### src/rtl/mem_bus_arbiter.sv
// mem_bus_arbiter: shares the single on-chip memory port between the
// boot/system controller (S) and the RISC-V core (C), one transaction at a time.
//
// Ports:
//   clk, resetn              clock, asynchronous active-low reset
//   bus_owner, owner_lock    0 = S owns the bus, 1 = C owns; lock blocks the non-owner
//   s_*/c_* req/wen/addr/    requester side: request held with its fields until gnt
//     wdata/strb
//   s_*/c_* gnt/rvalid/      one-cycle grant pulse, one-cycle response pulse
//     rdata/err                with read data and timeout flag
//   mem_req/wen/addr/        memory side: request held until mem_gnt,
//     wdata/strb, mem_gnt      fields latched at arbitration
//   mem_rvalid, mem_rdata    memory response (reads and writes)
//   busy                     arbiter is not idle
module mem_bus_arbiter #(
    parameter int RSP_TIMEOUT  = 64,
    parameter int STARVE_LIMIT = 4
) (
    input  logic        clk,
    input  logic        resetn,
    input  logic        bus_owner,
    input  logic        owner_lock,
    input  logic        s_req,
    input  logic        s_wen,
    input  logic [31:0] s_addr,
    input  logic [31:0] s_wdata,
    input  logic [3:0]  s_strb,
    output logic        s_gnt,
    output logic        s_rvalid,
    output logic [31:0] s_rdata,
    output logic        s_err,
    input  logic        c_req,
    input  logic        c_wen,
    input  logic [31:0] c_addr,
    input  logic [31:0] c_wdata,
    input  logic [3:0]  c_strb,
    output logic        c_gnt,
    output logic        c_rvalid,
    output logic [31:0] c_rdata,
    output logic        c_err,
    output logic        mem_req,
    output logic        mem_wen,
    output logic [31:0] mem_addr,
    output logic [31:0] mem_wdata,
    output logic [3:0]  mem_strb,
    input  logic        mem_gnt,
    input  logic        mem_rvalid,
    input  logic [31:0] mem_rdata,
    output logic        busy
);

    typedef enum logic [1:0] {
        ST_IDLE  = 2'd0,
        ST_ISSUE = 2'd1,
        ST_WAIT  = 2'd2,
        ST_RESP  = 2'd3
    } state_e;

    localparam logic       SEL_S       = 1'b0;
    localparam logic       SEL_C       = 1'b1;
    localparam logic [3:0] STARVE_MAX  = 4'(STARVE_LIMIT);
    localparam logic [7:0] TIMEOUT_MAX = 8'(RSP_TIMEOUT);

    state_e      state_q, state_d;
    logic        sel_q, sel_d;
    logic [3:0]  starve_q, starve_d;
    logic [7:0]  wait_cnt_q, wait_cnt_d;
    logic        owner_prev_q, owner_prev_d;
    logic        mem_wen_q, mem_wen_d;
    logic [31:0] mem_addr_q, mem_addr_d;
    logic [31:0] mem_wdata_q, mem_wdata_d;
    logic [3:0]  mem_strb_q, mem_strb_d;
    logic [31:0] rdata_q, rdata_d;
    logic        err_q, err_d;
    logic        s_gnt_q, s_gnt_d;
    logic        c_gnt_q, c_gnt_d;

    logic        own_req;
    logic        oth_req;
    logic        owner_flip;
    logic [3:0]  starve_eff;
    logic        starved;
    logic        win_own;
    logic        win_oth;
    logic        win;
    logic        win_id;
    logic        timeout;
    logic        resp_s;
    logic        resp_c;

    // Arbitration. A flip of bus_owner clears the starvation count in the
    // same cycle it is seen, so the old owner is never forced through as the
    // new non-owner on a count it earned while it was the owner.
    always_comb begin
        own_req    = bus_owner ? c_req : s_req;
        oth_req    = bus_owner ? s_req : c_req;
        owner_flip = (bus_owner != owner_prev_q);
        starve_eff = owner_flip ? 4'd0 : starve_q;
        starved    = (starve_eff == STARVE_MAX) && !owner_lock;
        win_oth    = oth_req && !owner_lock && (!own_req || starved);
        win_own    = own_req && !win_oth;
        win        = (state_q == ST_IDLE) && (win_own || win_oth);
        win_id     = win_oth ? ~bus_owner : bus_owner;
        timeout    = (wait_cnt_q == TIMEOUT_MAX);
    end

    // State and datapath registers.
    always_ff @(posedge clk or negedge resetn) begin
        if (!resetn) begin
            state_q      <= ST_IDLE;
            sel_q        <= SEL_S;
            starve_q     <= '0;
            wait_cnt_q   <= '0;
            owner_prev_q <= 1'b0;
            mem_wen_q    <= 1'b0;
            mem_addr_q   <= '0;
            mem_wdata_q  <= '0;
            mem_strb_q   <= '0;
            rdata_q      <= '0;
            err_q        <= 1'b0;
            s_gnt_q      <= 1'b0;
            c_gnt_q      <= 1'b0;
        end else begin
            state_q      <= state_d;
            sel_q        <= sel_d;
            starve_q     <= starve_d;
            wait_cnt_q   <= wait_cnt_d;
            owner_prev_q <= owner_prev_d;
            mem_wen_q    <= mem_wen_d;
            mem_addr_q   <= mem_addr_d;
            mem_wdata_q  <= mem_wdata_d;
            mem_strb_q   <= mem_strb_d;
            rdata_q      <= rdata_d;
            err_q        <= err_d;
            s_gnt_q      <= s_gnt_d;
            c_gnt_q      <= c_gnt_d;
        end
    end

    // Next-state logic.
    always_comb begin
        state_d = state_q;
        unique case (state_q)
            ST_IDLE: begin
                if (win) state_d = ST_ISSUE;
            end
            ST_ISSUE: begin
                if (mem_gnt) state_d = ST_WAIT;
            end
            ST_WAIT: begin
                if (mem_rvalid || timeout) state_d = ST_RESP;
            end
            ST_RESP: begin
                state_d = ST_IDLE;
            end
            default: begin
                state_d = ST_IDLE;
            end
        endcase
    end

    // Starvation counter: counts owner wins taken over a waiting non-owner.
    always_comb begin
        owner_prev_d = bus_owner;
        starve_d     = starve_q;
        if (owner_lock || owner_flip) begin
            starve_d = '0;
        end else if (win && win_oth) begin
            starve_d = '0;
        end else if (win && win_own && oth_req && starve_q != STARVE_MAX) begin
            starve_d = starve_q + 4'd1;
        end
    end

    // Transaction latch, grant pulses, wait counter and response capture.
    always_comb begin
        sel_d       = sel_q;
        mem_wen_d   = mem_wen_q;
        mem_addr_d  = mem_addr_q;
        mem_wdata_d = mem_wdata_q;
        mem_strb_d  = mem_strb_q;
        wait_cnt_d  = wait_cnt_q;
        rdata_d     = rdata_q;
        err_d       = err_q;
        s_gnt_d     = 1'b0;
        c_gnt_d     = 1'b0;
        if (win) begin
            sel_d       = win_id;
            mem_wen_d   = win_id ? c_wen   : s_wen;
            mem_addr_d  = win_id ? c_addr  : s_addr;
            mem_wdata_d = win_id ? c_wdata : s_wdata;
            mem_strb_d  = win_id ? c_strb  : s_strb;
            s_gnt_d     = (win_id == SEL_S);
            c_gnt_d     = (win_id == SEL_C);
        end
        if (state_q == ST_ISSUE) begin
            wait_cnt_d = '0;
        end
        if (state_q == ST_WAIT) begin
            wait_cnt_d = wait_cnt_q + 8'd1;
            if (mem_rvalid) begin
                rdata_d = mem_rdata;
                err_d   = 1'b0;
            end else if (timeout) begin
                rdata_d = '0;
                err_d   = 1'b1;
            end
        end
    end

    // Outputs.
    always_comb begin
        resp_s    = (state_q == ST_RESP) && (sel_q == SEL_S);
        resp_c    = (state_q == ST_RESP) && (sel_q == SEL_C);
        busy      = (state_q != ST_IDLE);
        mem_req   = (state_q == ST_ISSUE);
        mem_wen   = mem_wen_q;
        mem_addr  = mem_addr_q;
        mem_wdata = mem_wdata_q;
        mem_strb  = mem_strb_q;
        s_gnt     = s_gnt_q;
        c_gnt     = c_gnt_q;
        s_rvalid  = resp_s;
        c_rvalid  = resp_c;
        s_rdata   = resp_s ? rdata_q : '0;
        c_rdata   = resp_c ? rdata_q : '0;
        s_err     = resp_s && err_q;
        c_err     = resp_c && err_q;
    end

endmodule

### config.mk
export PLATFORM = sky130hd
export DESIGN_NAME = mem_bus_arbiter
export DESIGN_NICKNAME = d
export VERILOG_FILES = /design/src/rtl/mem_bus_arbiter.sv
export SDC_FILE = /design/constraint.sdc
export NUM_CORES = 1
export LEC_CHECK = 0
export CAP_MARGIN = 20
export CORE_MARGIN = 5
export CORE_UTILIZATION = 30
export CTS_CLUSTER_DIAMETER = 100
export DETAILED_ROUTE_END_ITERATION = 7
export PLACE_DENSITY = 0.72
export SLEW_MARGIN = 15
export SYNTH_ARGS = -nofsm -noshare
export SYNTH_HDL_FRONTEND = slang
export SYNTH_SLANG_ARGS = --single-unit
### constraint.sdc
create_clock -name clk -period 2.8 [get_ports clk]
set_input_delay 0.56 -clock clk [delete_from_list [all_inputs] [get_ports clk]]
set_output_delay 0.56 -clock clk [all_outputs]
set_load 0.05 [all_outputs]
======== Yosys cells after proc, flatten, opt, wreduce, memory -nomap -nowiden ========
Cells that the tools add are included.
storage, ports and cells
  register bits ........................... 120
  input bits .............................. 178
  word-level logic and storage cells ...... 80
cells by class
  add/sub/neg operators ................... 2
  equal/unequal tests ..................... 10
  muxes and demuxes ....................... 25
  bitwise operators ....................... 3
  reductions and logical operators ........ 27
operators by type and width
  cell                                                    number
  2-to-1 mux 32 bit                                       6
  2-to-1 mux 4 bit                                        5
  2-to-1 mux 8 bit                                        2
  logical AND 1 bit                                       13
  adder 8 x 1 -> 8 bit (second input constant)            1
  equality test 8 x 7 -> 1 bit (second input constant)    1
  2-to-1 mux 1 bit                                        8
  case mux 2 bit (4 select lines)                         1
  2-to-1 mux 2 bit                                        3
  nonzero test 2 bit                                      3
  adder 4 x 1 -> 4 bit (second input constant)            1
  equality test 2 bit (second input constant)             2
  equality test 4 x 3 -> 1 bit (second input constant)    1
  logical OR 1 bit                                        4
  inequality test 2 bit (second input constant)           2
  inequality test 4 x 3 -> 1 bit (second input constant)  1
  logical NOT 1 bit                                       3
  NOT 1 bit                                               3
  AND reduction 3 bit                                     1
  nonzero test 3 bit                                      1
  equality test 2 x 1 -> 1 bit (second input constant)    1
  logical NOT 2 bit                                       1
  inequality test 2 x 1 -> 1 bit (second input constant)  1
  AND reduction 2 bit                                     1
  inequality test 1 bit                                   1

======== Depth between registers and ports, before layout ========
  word-level depth ........................ 16
  mapped depth ............................ 7
  gate-level depth less buffers ........... 6

======== Worst setup path before layout ========
No wires, ideal clock.
  kind .................................... flip-flop to output port
  start point ............................. register state_q[1]
  end point ............................... output port s_rdata[22]
  arrival time ............................ 2.000 ns
  required time ........................... 2.240 ns
  slack ................................... 0.240 ns
  cell stages (with the launch flop) ...... 5
  path buffers ............................ 1
  cell sequence ........................... dfrtp_1 > ha_1 > nor2b_1 > clkbuf_1 > and2_1
on the way
  cells in the longest elaborated chain, start to end .. 3
RTL lines
  element                   RTL line  RTL
  start: declaration        64        state_e state_q, state_d;
  start signal: assignment  124       state_q <= state_d;
  equality test 2 bit       213       resp_s = (state_q == ST_RESP) && (sel_q == SEL_S);
  logical AND 1 bit         213
  via s_rvalid              29        output logic s_rvalid,
  2-to-1 mux 32 bit         225       s_rdata = resp_s ? rdata_q : '0;
  end: declaration          30        output logic [31:0] s_rdata,
The timed path passes the listed nets, and every way through them passes these cells.

======== Worst setup path in the final report ========
  start point ............................. register state_q[1]
  end point ............................... output port mem_req
on the way
  cells in the longest elaborated chain, start to end .. 1
RTL lines
  element                       RTL line  RTL
  equality test 2 x 1 -> 1 bit  216       mem_req = (state_q == ST_ISSUE);
  end: declaration              41        output logic mem_req,
No other way between the ends.

==> flow_summary.toml <==
[routing]
first_iter_violations = 171
drt-pass1-iter-count = 4
detail-route-antenna-nets = 0
met1Wirelength_um = 8525
vias_per_cell = 4.935
met2WireLength_um = 9400
routed_wirelength_um = 20520
topRoutingLayerUsed = "met4"
post-route-drc-count = 0
met3_routed_length_um = 2113
num_vias = 5379
average_wire_per_standard_cell_um = 18.82

[cells_and_area]
final-seq-area_mm2 = 0.003003
nets = 1004
post_route_cells_drive_above_1_share_pct = 15.30
antennaDiodeCount = 0
final.fill_count = 1564
area_of_combinational_cells_with_multiple_inputs_mm2 = 0.002487
instances_no_fill = 1090
area_growth_syn_to_layout_pct = 81.51

[grt]
grt.overflow.total = 0
grt_pass1_wl_um = 30910
globalRouteTotalUtil_pct = 17.94
maximum_number_of_pins_on_one_net_before_global_route_repair = 121
number_of_global_route_vias_before_repair = 5510
antenna_violations_before_repair = 0

[synth]
post-synth-top-count-cell = "sky130_fd_sc_hd__dfrtp_1"
synth.yosys.seq_area_share_pct = 51.78
synthesized_net_count = 690
synth_top_cell_by_area = "sky130_fd_sc_hd__dfrtp_1"
synth_top_area_share_pct = 51.78
ys.flop_type = "sky130_fd_sc_hd__dfrtp_1"
syn_area_mm2 = 0.005799
synth_area_per_cell_um2 = 11.53
synthesis.yosys.warnings = 0
synth.cells.most_frequent = "120 x sky130_fd_sc_hd__dfrtp_1, 71 x sky130_fd_sc_hd__nor2b_1, 68 x sky130_fd_sc_hd__a221o_1, 35 x sky130_fd_sc_hd__and2_1, 33 x sky130_fd_sc_hd__and3_1"
synth.ff_latch_count = 120
asyncSetResetFlopFracSynth_pct = 100.0
number_of_flops_mapped_to_enable_cells_by_yosys = 0
syn-instance-count = 503
post_synth_num_cell_types = 46
yosys-top-cells-area = "sky130_fd_sc_hd__dfrtp_1 52%, sky130_fd_sc_hd__a221o_1 12%, sky130_fd_sc_hd__nor2b_1 7.7%"

[sta]
layout_worst_path_cycle_share_pct = 87.93
report.final.setup_viol = 0
slew_viol_final = 0
hold_viol_final = 0
timing.slew.headroom_pct = 54.32
grt_setup_unrepaired = "no"
max_freq_mhz = 406.2
worst_pin_slew_ps = 685.2
layout_min_cycle_time_ps = 2462
skew_ps = 9.100
timing.setup.tns_ps = 0

[worst_setup_path]
cp-start-kind = "flop"
rrSetupSlack_ps = 630
reg2regPathDepth = 5
type_of_destination_of_the_critical_path = "output port"
timing_worst_setup_path_type = "reg -> out"
worst-endpoint-required_ps = 2240
arrival_time_at_the_worst_endpoint_ps = 1900
crit_fanout = 4
critical_path.reg2reg.startpoint = "starve_q[0]"
r2r_end = "mem_wdata[19]"

[die]
coreArea_mm2 = 0.01889
die_area_mm2 = 0.02221
start_util_pct = 30.70
total_i_o_pin_count = 319
fp.dieH_um = 149.0
row_count = 50
floorplan.die.width_um = 149.0

[cts]
clk-insertion-delay-late_ps = 410
cts.clk_slew.worst_paths_ps = 60
cts_resized = 0
tritoncts.num_buffers = 17
cts_tree = "yes"
ctsLongestPathBuffers = 2
clock_sink_count = 120
postCtsSetupBuffers = 0
ctsRootBufferMaster = "sky130_fd_sc_hd__clkbuf_16"
cts_htree_levels = 4
cts.hold.buffers_added = 0

[outcome]
run_status = "finished, final reports clean"

[pwr]
max-vdd-ir-drop_uv = 729.6
power.density_mw_per_mm2 = 1132
power.static_leakage_nw = 4.552

[placed_design]
place_hpwl_um = 15080
final_wtd_congestion = 0.7666
place.port_buffers = 318
placed_cells = 1058

[run]
cap_viol_max_count = 0

[worst_hold_path]
class_of_the_worst_hold_path = "in -> async"
-- power by group --
part / leakage, nW / switching [mW] / total (mW) / internal, mW
combinational: 2.75 / 3.96 / 6.78 / 2.82
clock: 0.285 / 0.815 / 2.23 / 1.42
sequential: 1.51 / 0.438 / 2.91 / 2.47
total: 4.55 / 5.22 / 11.9 / 6.70
-- how the worst max path moves through the flow --
stage	from	endpoint	slack, ps	depth (start not counted)
global placement	s_req	mem_wdata[4]	270	7
finish	state_q[1]	mem_req	340	3
floorplan	state_q[1]	s_rdata[22]	240	4
CTS	state_q[0]	busy	30	4
global route	state_q[1]	mem_req	260	3
detailed placement	s_req	mem_wdata[21]	190	7
-- flip-flops by register name, summed over array words and instances (netlist names) --
signal	cells
mem_addr	32
mem_wdata	32
rdata_q	32
wait_cnt_q	8
mem_strb	4
starve_q	4
state_q	2
c_gnt	1
err_q	1
mem_wen	1
owner_prev_q	1
s_gnt	1
sel_q	1
-- stage by stage --
step                total power, mW  setup WS (ps)  util (%)  instance area (um2)  hold WS (ps)
floorplan                     6.991          240.2         -                 5799         264.4
global placement              9.666          269.8     52.54                 9927         495.5
detailed placement            9.729          189.9     52.54                 9927         499.0
CTS                           12.03          30.89     55.70                10520         281.7
global route                  12.50          261.4     55.72                10530         288.2
finish                        11.92          337.9     55.72                10530         229.9
-- cell families after synthesis --
family                   after synthesis  share of synthesized area (%)
AO/OA/AOI/OAI                        130                          20.39
XOR/XNOR                               4                         0.6042
adder cells (fa/ha/maj)                9                          1.942
buffers and inverters                 54                          5.458
flip-flops                           120                          51.78
multiplexers                           5                         0.9708
AND/OR/NAND/NOR                      181                          18.86
-- area by class of cell --
class / count / share of cell area (%)
well taps: 260 / 3.090
flip-flops and latches: 120 / 28.53
inverters: 12 / 0.4279
clock inverters: 13 / 1.462
clock buffers: 19 / 4.208
multi-input cells: 329 / 23.63
repair buffers: 337 / 38.65
-- layout by cell type (no fill, tap or decap), types with 5 or more instances in the layout --
cell type                           n
sky130_fd_sc_hd__buf_4             15
sky130_fd_sc_hd__and2_1            35
sky130_fd_sc_hd__dfrtp_1          120
sky130_fd_sc_hd__o21ai_0            8
sky130_fd_sc_hd__a22o_1            32
sky130_fd_sc_hd__ha_1               9
sky130_fd_sc_hd__a21oi_1            7
sky130_fd_sc_hd__nor2_1            11
sky130_fd_sc_hd__and3_1            33
sky130_fd_sc_hd__clkinv_2           5
sky130_fd_sc_hd__nand3_1           10
sky130_fd_sc_hd__buf_12            73
sky130_fd_sc_hd__clkdlybuf4s50_1  248
sky130_fd_sc_hd__inv_1             12
sky130_fd_sc_hd__a221o_1           68
sky130_fd_sc_hd__clkbuf_16         17
sky130_fd_sc_hd__nor2b_1           71
sky130_fd_sc_hd__nand2_1            8
-- worst max-delay path: stages, from the launching register on --
cell and delay, ps:
sky130_fd_sc_hd__dfrtp_1 410, sky130_fd_sc_hd__inv_1 110, sky130_fd_sc_hd__ha_1 170, sky130_fd_sc_hd__clkdlybuf4s50_1 810
-- metal layers --
layer / track usage, % / vias up
met4: 5.858 / 0
met3: 7.991 / 24
li1: - / 2487
met2: 28.72 / 247
met1: 21.67 / 2621
met5: 0 / -
(Power assumes the default switching activity.)
